===== src/rtl/control_cmd_dispatch_if.sv =====
// control_cmd_dispatch_if
//   Bundles the byte stream, the handler fan-out/fan-in bus, the framebuffer
//   write port and the status/debug outputs of control_cmd_dispatch.
//   master : the dispatcher (drives strobes, write port, status)
//   slave  : the environment (byte receiver + handlers + framebuffer)
//   Handler vectors are flattened; handler i occupies slice i.
interface control_cmd_dispatch_if #(
  parameter int NUM_CMDS = 4,
  parameter int ROW_W    = 8,
  parameter int COL_W    = 9,
  parameter int PW       = 1
);
  // byte stream
  logic [7:0]              data_in;
  logic                    enable;
  // handler bus
  logic [NUM_CMDS-1:0]       sub_enable;
  logic [NUM_CMDS-1:0]       sub_clear;
  logic [NUM_CMDS-1:0]       sub_done;
  logic [NUM_CMDS*ROW_W-1:0] sub_row;
  logic [NUM_CMDS*COL_W-1:0] sub_column;
  logic [NUM_CMDS*PW-1:0]    sub_pixel;
  logic [NUM_CMDS*8-1:0]     sub_data;
  logic [NUM_CMDS-1:0]       sub_we;
  logic [NUM_CMDS-1:0]       sub_as;
  // framebuffer write port
  logic [ROW_W-1:0]        ram_row;
  logic [COL_W-1:0]        ram_column;
  logic [PW-1:0]           ram_pixel;
  logic [7:0]              ram_data;
  logic                    ram_write_enable;
  logic                    ram_access_start;
  // status / debug
  logic                    busy;
  logic [2:0]              sel;
  logic                    bad_opcode;
  logic                    timeout;

  modport master (
    input  data_in, enable,
    input  sub_done, sub_row, sub_column, sub_pixel, sub_data, sub_we, sub_as,
    output sub_enable, sub_clear,
    output ram_row, ram_column, ram_pixel, ram_data, ram_write_enable, ram_access_start,
    output busy, sel, bad_opcode, timeout
  );

  modport slave (
    output data_in, enable,
    output sub_done, sub_row, sub_column, sub_pixel, sub_data, sub_we, sub_as,
    input  sub_enable, sub_clear,
    input  ram_row, ram_column, ram_pixel, ram_data, ram_write_enable, ram_access_start,
    input  busy, sel, bad_opcode, timeout
  );
endinterface


===== src/rtl/control_cmd_dispatch.sv =====
// control_cmd_dispatch
//   Decodes the opcode byte of the command stream, routes every following
//   byte strobe to the selected handler until it reports done (or the
//   watchdog expires), and owns the single framebuffer write port, muxing
//   the selected handler's address/data/we onto registered outputs and
//   regenerating a glitch-free access-start toggle.
// Ports
//   i_clk    : system clock
//   i_reset  : asynchronous active-low reset
//   bus      : control_cmd_dispatch_if.master (stream, handler bus,
//              write port, busy/sel/bad_opcode/timeout)
//
//   state       | meaning
//   ------------+----------------------------------------------------
//   ST_IDLE     | waiting for an opcode strobe; decode data_in
//   ST_DISPATCH | forwarding strobes to handler r_sel until done/timeout
module control_cmd_dispatch #(
  parameter int                    BYTES_PER_PIXEL = 2,
  parameter int                    NUM_CMDS        = 4,
  parameter logic [NUM_CMDS*8-1:0] OPCODE_TABLE    = 32'h5A_46_52_4C,
  parameter int                    TIMEOUT_CYCLES  = 4096,
  parameter int                    ROW_W           = 8,
  parameter int                    COL_W           = 9
) (
  input  logic                   i_clk,
  input  logic                   i_reset,
  control_cmd_dispatch_if.master bus
);

  // pixel-select width: one bit minimum even for single-byte pixels
  localparam int PW   = (BYTES_PER_PIXEL < 2) ? 1 : $clog2(BYTES_PER_PIXEL);
  localparam int WD_W = $clog2(TIMEOUT_CYCLES + 1);
  // counter value seen during the TIMEOUT_CYCLES-th silent cycle
  localparam logic [WD_W-1:0] WD_LAST = WD_W'(TIMEOUT_CYCLES - 1);

  typedef enum logic {
    ST_IDLE     = 1'b0,
    ST_DISPATCH = 1'b1
  } state_t;

  state_t              r_state;
  state_t              w_state_next;
  logic [2:0]          r_sel;
  logic [2:0]          w_sel_next;
  logic [WD_W-1:0]     r_wdog;
  logic [NUM_CMDS-1:0] r_prev_as;

  logic [ROW_W-1:0]    r_ram_row;
  logic [COL_W-1:0]    r_ram_column;
  logic [PW-1:0]       r_ram_pixel;
  logic [7:0]          r_ram_data;
  logic                r_ram_we;
  logic                r_ram_as;

  logic                w_match;
  logic [2:0]          w_match_idx;

  logic                w_sel_done;
  logic                w_sel_as;
  logic                w_sel_prev_as;
  logic                w_sel_we;
  logic [ROW_W-1:0]    w_sel_row;
  logic [COL_W-1:0]    w_sel_column;
  logic [PW-1:0]       w_sel_pixel;
  logic [7:0]          w_sel_data;

  logic [NUM_CMDS-1:0] w_sub_enable;
  logic [NUM_CMDS-1:0] w_sub_clear;
  logic                w_bad_opcode;
  logic                w_timeout;
  logic                w_active;

  // Opcode decode: scanning downwards leaves the lowest matching index.
  always_comb begin
    w_match     = 1'b0;
    w_match_idx = 3'd0;
    for (int i = NUM_CMDS - 1; i >= 0; i--) begin
      if (bus.data_in == OPCODE_TABLE[i*8 +: 8]) begin
        w_match     = 1'b1;
        w_match_idx = 3'(i);
      end
    end
  end

  // Selected-handler view of the flattened handler bus.
  always_comb begin
    w_sel_done    = 1'b0;
    w_sel_as      = 1'b0;
    w_sel_prev_as = 1'b0;
    w_sel_we      = 1'b0;
    w_sel_row     = '0;
    w_sel_column  = '0;
    w_sel_pixel   = '0;
    w_sel_data    = '0;
    for (int i = 0; i < NUM_CMDS; i++) begin
      if (r_sel == 3'(i)) begin
        w_sel_done    = bus.sub_done[i];
        w_sel_as      = bus.sub_as[i];
        w_sel_prev_as = r_prev_as[i];
        w_sel_we      = bus.sub_we[i];
        w_sel_row     = bus.sub_row[i*ROW_W +: ROW_W];
        w_sel_column  = bus.sub_column[i*COL_W +: COL_W];
        w_sel_pixel   = bus.sub_pixel[i*PW +: PW];
        w_sel_data    = bus.sub_data[i*8 +: 8];
      end
    end
  end

  always_ff @(posedge i_clk or negedge i_reset) begin
    if (!i_reset) begin
      r_state <= ST_IDLE;
      r_sel   <= 3'd0;
    end else begin
      r_state <= w_state_next;
      r_sel   <= w_sel_next;
    end
  end

  always_comb begin
    w_state_next = r_state;
    w_sel_next   = r_sel;
    w_sub_enable = '0;
    w_sub_clear  = '0;
    w_bad_opcode = 1'b0;
    w_timeout    = 1'b0;
    case (r_state)
      ST_IDLE: begin
        if (bus.enable) begin
          if (w_match) begin
            w_state_next = ST_DISPATCH;
            w_sel_next   = w_match_idx;
          end else begin
            w_bad_opcode = 1'b1;
          end
        end
      end
      ST_DISPATCH: begin
        for (int i = 0; i < NUM_CMDS; i++) begin
          w_sub_enable[i] = bus.enable && (r_sel == 3'(i));
        end
        // done wins over the watchdog; a strobe in the done cycle is still
        // forwarded above and never decoded
        if (w_sel_done) begin
          w_state_next = ST_IDLE;
        end else if (!bus.enable && (r_wdog == WD_LAST)) begin
          w_timeout    = 1'b1;
          w_state_next = ST_IDLE;
          for (int i = 0; i < NUM_CMDS; i++) begin
            w_sub_clear[i] = (r_sel == 3'(i));
          end
        end
      end
      default: begin
        w_state_next = ST_IDLE;
      end
    endcase
  end

  // Port ownership only while the handler stays selected: the done/timeout
  // cycle already counts as released, so no write or edge leaks out of it.
  assign w_active = (r_state == ST_DISPATCH) && (w_state_next == ST_DISPATCH);

  always_ff @(posedge i_clk or negedge i_reset) begin
    if (!i_reset) begin
      r_wdog       <= '0;
      r_prev_as    <= '0;
      r_ram_row    <= '0;
      r_ram_column <= '0;
      r_ram_pixel  <= '0;
      r_ram_data   <= '0;
      r_ram_we     <= 1'b0;
      r_ram_as     <= 1'b0;
    end else begin
      // every handler's toggle is tracked, so a later selection never
      // sees a stale difference and cannot emit a spurious edge
      r_prev_as <= bus.sub_as;

      if (w_active && !bus.enable) begin
        r_wdog <= r_wdog + 1'b1;
      end else begin
        r_wdog <= '0;
      end

      if (w_active) begin
        r_ram_row    <= w_sel_row;
        r_ram_column <= w_sel_column;
        r_ram_pixel  <= w_sel_pixel;
        r_ram_data   <= w_sel_data;
        r_ram_we     <= w_sel_we;
        if (w_sel_as != w_sel_prev_as) begin
          r_ram_as <= ~r_ram_as;
        end
      end else begin
        r_ram_data <= '0;
        r_ram_we   <= 1'b0;
      end
    end
  end

  assign bus.sub_enable       = w_sub_enable;
  assign bus.sub_clear        = w_sub_clear;
  assign bus.bad_opcode       = w_bad_opcode;
  assign bus.timeout          = w_timeout;
  assign bus.busy             = (r_state == ST_DISPATCH);
  assign bus.sel              = r_sel;
  assign bus.ram_row          = r_ram_row;
  assign bus.ram_column       = r_ram_column;
  assign bus.ram_pixel        = r_ram_pixel;
  assign bus.ram_data         = r_ram_data;
  assign bus.ram_write_enable = r_ram_we;
  assign bus.ram_access_start = r_ram_as;

endmodule


===== src/flat_wrapper.sv =====
// flat-port wrapper written by rule: the top's interface ports become plain ports
module control_cmd_dispatch_flat 
#(
  parameter int                    BYTES_PER_PIXEL = 2,
  parameter int                    NUM_CMDS        = 4,
  parameter logic [NUM_CMDS*8-1:0] OPCODE_TABLE    = 32'h5A_46_52_4C,
  parameter int                    TIMEOUT_CYCLES  = 4096,
  parameter int                    ROW_W           = 8,
  parameter int                    COL_W           = 9
)
  (i_clk, i_reset, bus_data_in, bus_enable, bus_sub_done, bus_sub_row, bus_sub_column, bus_sub_pixel, bus_sub_data, bus_sub_we, bus_sub_as, bus_sub_enable, bus_sub_clear, bus_ram_row, bus_ram_column, bus_ram_pixel, bus_ram_data, bus_ram_write_enable, bus_ram_access_start, bus_busy, bus_sel, bus_bad_opcode, bus_timeout);
  control_cmd_dispatch_if #(.NUM_CMDS(NUM_CMDS), .ROW_W(ROW_W), .COL_W(COL_W), .PW((1))) bus_i ();
  input  logic i_clk;
  input  logic i_reset;
  input wire logic [$bits(bus_i.data_in)-1:0] bus_data_in;
  input wire logic [$bits(bus_i.enable)-1:0] bus_enable;
  input wire logic [$bits(bus_i.sub_done)-1:0] bus_sub_done;
  input wire logic [$bits(bus_i.sub_row)-1:0] bus_sub_row;
  input wire logic [$bits(bus_i.sub_column)-1:0] bus_sub_column;
  input wire logic [$bits(bus_i.sub_pixel)-1:0] bus_sub_pixel;
  input wire logic [$bits(bus_i.sub_data)-1:0] bus_sub_data;
  input wire logic [$bits(bus_i.sub_we)-1:0] bus_sub_we;
  input wire logic [$bits(bus_i.sub_as)-1:0] bus_sub_as;
  output wire logic [$bits(bus_i.sub_enable)-1:0] bus_sub_enable;
  output wire logic [$bits(bus_i.sub_clear)-1:0] bus_sub_clear;
  output wire logic [$bits(bus_i.ram_row)-1:0] bus_ram_row;
  output wire logic [$bits(bus_i.ram_column)-1:0] bus_ram_column;
  output wire logic [$bits(bus_i.ram_pixel)-1:0] bus_ram_pixel;
  output wire logic [$bits(bus_i.ram_data)-1:0] bus_ram_data;
  output wire logic [$bits(bus_i.ram_write_enable)-1:0] bus_ram_write_enable;
  output wire logic [$bits(bus_i.ram_access_start)-1:0] bus_ram_access_start;
  output wire logic [$bits(bus_i.busy)-1:0] bus_busy;
  output wire logic [$bits(bus_i.sel)-1:0] bus_sel;
  output wire logic [$bits(bus_i.bad_opcode)-1:0] bus_bad_opcode;
  output wire logic [$bits(bus_i.timeout)-1:0] bus_timeout;
  assign bus_i.data_in = bus_data_in;
  assign bus_i.enable = bus_enable;
  assign bus_i.sub_done = bus_sub_done;
  assign bus_i.sub_row = bus_sub_row;
  assign bus_i.sub_column = bus_sub_column;
  assign bus_i.sub_pixel = bus_sub_pixel;
  assign bus_i.sub_data = bus_sub_data;
  assign bus_i.sub_we = bus_sub_we;
  assign bus_i.sub_as = bus_sub_as;
  assign bus_sub_enable = bus_i.sub_enable;
  assign bus_sub_clear = bus_i.sub_clear;
  assign bus_ram_row = bus_i.ram_row;
  assign bus_ram_column = bus_i.ram_column;
  assign bus_ram_pixel = bus_i.ram_pixel;
  assign bus_ram_data = bus_i.ram_data;
  assign bus_ram_write_enable = bus_i.ram_write_enable;
  assign bus_ram_access_start = bus_i.ram_access_start;
  assign bus_busy = bus_i.busy;
  assign bus_sel = bus_i.sel;
  assign bus_bad_opcode = bus_i.bad_opcode;
  assign bus_timeout = bus_i.timeout;
  control_cmd_dispatch #(.BYTES_PER_PIXEL(BYTES_PER_PIXEL), .NUM_CMDS(NUM_CMDS), .OPCODE_TABLE(OPCODE_TABLE), .TIMEOUT_CYCLES(TIMEOUT_CYCLES), .ROW_W(ROW_W), .COL_W(COL_W)) u_core (.i_clk(i_clk), .i_reset(i_reset), .bus(bus_i));
endmodule

===== config.mk =====
export PLATFORM = sky130hd
export DESIGN_NAME = control_cmd_dispatch_flat
export DESIGN_NICKNAME = d
export VERILOG_FILES = /design/src/rtl/control_cmd_dispatch_if.sv /design/src/rtl/control_cmd_dispatch.sv /design/src/flat_wrapper.sv
export SDC_FILE = /design/constraint.sdc
export NUM_CORES = 1
export LEC_CHECK = 0
export CORE_MARGIN = 3
export CORE_UTILIZATION = 55
export CTS_BUF_LIST = sky130_fd_sc_hd__clkbuf_2 sky130_fd_sc_hd__clkbuf_4 sky130_fd_sc_hd__clkbuf_8
export CTS_CLUSTER_SIZE = 16
export DETAILED_ROUTE_END_ITERATION = 8
export DONT_BUFFER_PORTS = 1
export PLACE_DENSITY = 0.69
export SYNTH_ARGS = -nofsm -noshare
export SYNTH_HDL_FRONTEND = slang
export SYNTH_SLANG_ARGS = --single-unit

===== constraint.sdc =====
create_clock -name i_clk -period 4.18 [get_ports i_clk]
set_clock_uncertainty 0.2 [all_clocks]
set_input_delay 0 -clock i_clk [delete_from_list [all_inputs] [get_ports i_clk]]
set_output_delay 0 -clock i_clk [all_outputs]
set_load 0.02 [all_outputs]

==> flow_summary.json <==
{
  "vias_per_cell": 6.128,
  "io_buffers": 0,
  "finalSetupTns_ns": 0,
  "p_leak_nw": 1.474,
  "hp-class": "in -> async",
  "crit_path_end_kind": "flop",
  "slowest_stage": "or2_2",
  "tightest_slew_ns": 0.9954,
  "power_density_mw_per_mm2": 271.4,
  "maxSlewHeadroom_pct": 33.64,
  "gp_congestion": 0.7235,
  "cts-buffers-inserted": 5,
  "post-cts-setup-buffers": 0,
  "syn_nets": 334,
  "num_vias": 2053,
  "synthAdderAreaFrac_pct": 0.4427,
  "final_cell_area_mm2": 0.003620,
  "ctsHtreeMaxLevel": 2,
  "synth_top_family_by_area": "multiplexers",
  "drive_gt1_share_pct": 24.25,
  "status": "completed",
  "crit_chain": "buf_4 -> mux4_2 -> dlygate4sd3_1 -> nand2b_4 -> or2_2 -> mux2_4",
  "path_clk_slew_ns": 0.09,
  "dr_wl_met3_um": 747,
  "fin_cells": 335,
  "synth_edf_count": 0,
  "antenna_left": 0,
  "die_w_um": 77.69,
  "syn_avg_cell_area_um2": 13.72,
  "dpl.cell_count": 259,
  "cts_root_buf": "clkbuf_8",
  "synth.area.mux_share_pct": 33.86,
  "async_reset_ff_share_pct": 100.0,
  "synthXorXnorAreaFrac_pct": 3.718,
  "ioPinCount": 169,
  "comb_power_share_pct": 15.5,
  "rsz0062_at_grt": "false",
  "critPathMaxFanout": 40,
  "placed_cell_area_mm2": 0.002830,
  "area_growth_pct": 28.07,
  "yosysSeqAreaShare_pct": 42.50,
  "syn_inst": 206,
  "insertion_delay_ns": 0.30,
  "drt-pass1-iter-count": 4,
  "p_clk_share_pct": 27.2,
  "wl_per_cell_um": 22.70,
  "path_class": "reg -> reg",
  "vdd_drop_max_v": 0.0002042,
  "start_util_pct": 58.30,
  "wl_met2_mm": 4.201,
  "ys_types": 36,
  "grtUsageTotal_pct": 26.21,
  "coreArea_mm2": 0.004848,
  "final_common_cell": "dlygate4sd3_1",
  "drt_iter0_drc": 115,
  "clkSinkCount": 48,
  "layout_common_cells": "68 x dlygate4sd3_1, 47 x dfrtp_1, 30 x mux4_2, 18 x nor3_1, 18 x mux2_4",
  "grt.overflow.total": 0,
  "synth_simple_gate_area_share_pct": 13.72,
  "cp_data_arrival_time_ns": 3.26,
  "die_h_um": 77.69,
  "drt-met1-wl_mm": 2.506,
  "cts_resized": 0,
  "dieArea_mm2": 0.006035,
  "antenna_found_initial": 0,
  "synth-compound-area-share_pct": 2.081,
  "grt_pass1_wl_mm": 12.16,
  "clockBufferDepth": 2,
  "start_kind": "flop",
  "grt_max_degree": 49,
  "cts.hold.buffers_added": 69,
  "antenna_cells": 0,
  "drc": 0,
  "setup_viol": 0,
  "period_share_pct": 78.33,
  "synth-main-ff-cell": "dfrtp_1",
  "top_layer": "met4",
  "p_int_mw": 0.7174,
  "p_sw_mw": 0.2650,
  "drt-total-wl_mm": 7.603,
  "fin_crit_ns": 3.274,
  "critPathMaxStageDelay_ns": 0.67,
  "nNetsFinal": 396,
  "reg2reg_setup_slack_ns": 0.91,
  "ys_warn_count": 0,
  "slew_viol_final": 0,
  "num_rows": 25,
  "hold_viol": 0,
  "fin_total_pwr_mw": 0.9824,
  "dp_hpwl_mm": 4.983,
  "drv_cap": 0,
  "seq_power_share_pct": 57.3,
  "clock.fmax_ghz": 0.3054,
  "synth_area_mm2": 0.002826,
  "cts_tree": "done",
  "p_sw_share_pct": 26.98,
  "yosys_register_bits": 48,
  "required_ns": 4.17,
  "grt_pass1_vias": 2368
}
[sequential cells by signal (all words and copies together) (netlist names)]
register and count:
u_core.bus.ram_column 9, u_core.bus.ram_pixel 1, u_core.bus.ram_row 8, u_core.bus.busy 1, u_core.bus.ram_data 8, u_core.r_prev_as 4
u_core.r_wdog 13, u_core.bus.ram_access_start 1, u_core.bus.sel 2, u_core.bus.ram_write_enable 1
[synthesized netlist by cell type, types with 2 or more instances]
library cell  number  area share [%]
xor2_1             5             1.5
nand2b_1           4            0.89
mux2_4            18             9.6
nor3_1            18             3.2
buf_6              4             1.6
or3_1              2            0.44
dfrtp_1           48              42
nand2_1            6            0.80
mux4_2            30              24
o21ai_0            2            0.35
nor2b_1           10             2.2
clkbuf_1           7            0.93
xnor2_1            7             2.2
nand4_1            3            0.66
a21oi_1            3            0.53
nand3b_1           2            0.53
nand3_1            6             1.1
nor3b_1            2            0.53
nor2_1             9             1.2
buf_2              2            0.35
buf_1              2            0.27
and3_1             2            0.44
[power by group through the flow]
stage / Clock [mW] / Sequential [mW] / Combinational (mW)
6_report: 0.267 / 0.563 / 0.152
5_1_grt: 0.293 / 0.567 / 0.163
4_1_cts: 0.271 / 0.563 / 0.149
3_5_place_dp: 0 / 0.571 / 0.0857
3_3_place_gp: 0 / 0.571 / 0.0811
2_1_floorplan: 0 / 0.561 / 0.0809
[worst paths after layout]
kind | from | to | cells past startpoint
setup reg to reg | u_core.bus.sel[1]$_DFFE_PN0P_ | u_core.bus.ram_row[5]$_DFFE_PN0P_ | 6
setup / recovery | u_core.bus.sel[1]$_DFFE_PN0P_ | u_core.bus.ram_row[5]$_DFFE_PN0P_ | 6
max in group asynchronous | i_reset | u_core.bus.sel[0]$_DFFE_PN0P_ | 2
hold / removal | i_reset | u_core.bus.ram_data[1]$_DFF_PN0_ | 2
hold reg to reg | u_core.r_wdog[0]$_DFF_PN0_ | u_core.r_wdog[0]$_DFF_PN0_ | 1
min in group i_clk | bus_data_in[2] | u_core.bus.sel[0]$_DFFE_PN0P_ | 4
[layout make-up]
| cell class | instances | area (um^2) |
|---|---|---|
| flip-flops and latches | 48 | 1202 |
| clock buffers | 5 | 68.82 |
| repair buffers | 71 | 723.2 |
| clock inverters | 2 | 12.51 |
| well taps | 67 | 83.83 |
| inverters | 1 | 3.754 |
| multi-input cells | 141 | 1525 |
| fillers | 288 | 1229 |
[routing by layer]
metal,track usage (%),vias to the layer above
met5,0,-
met4,8.897,0
met3,8.353,15
met2,47.60,118
met1,28.61,1025
li1,-,895
[worst max-delay path: cells and delay by family (launching register included)]
kind	cells	cell delay, ns
multiplexers	2	0.81
AND/OR/NAND/NOR	2	0.82
flip-flops	1	0.33
buffers and inverters	2	0.99
[per-stage QoR]
| step | util (%) | setup WS (ns) | hold slack, ns |
|---|---|---|---|
| 4_1_cts | 74.66 | 0.9095 | 0.02848 |
| 5_1_grt | 74.66 | 0.7755 | 0.04859 |
| 3_5_place_dp | 58.37 | 1.354 | -0.4938 |
| 2_1_floorplan | - | 1.805 | -0.4956 |
| 6_report | 74.66 | 0.9059 | 0.01957 |
| 3_3_place_gp | 58.37 | 1.484 | -0.4936 |
[cells by family (layout without fill, tap and decap cells)]
family                     count (synthesis)  count (layout)
muxes                                     49              49
xor gates and xnor gates                  12              12
and+or+nand+nor                           69              69
other                                      1               1
AOI/OAI and AO/OA                          9               9
adders and majority gates                  1               1
DFF                                       48              48
buffers and inverters                     17              79
Power figures use the tool's default switching activity.
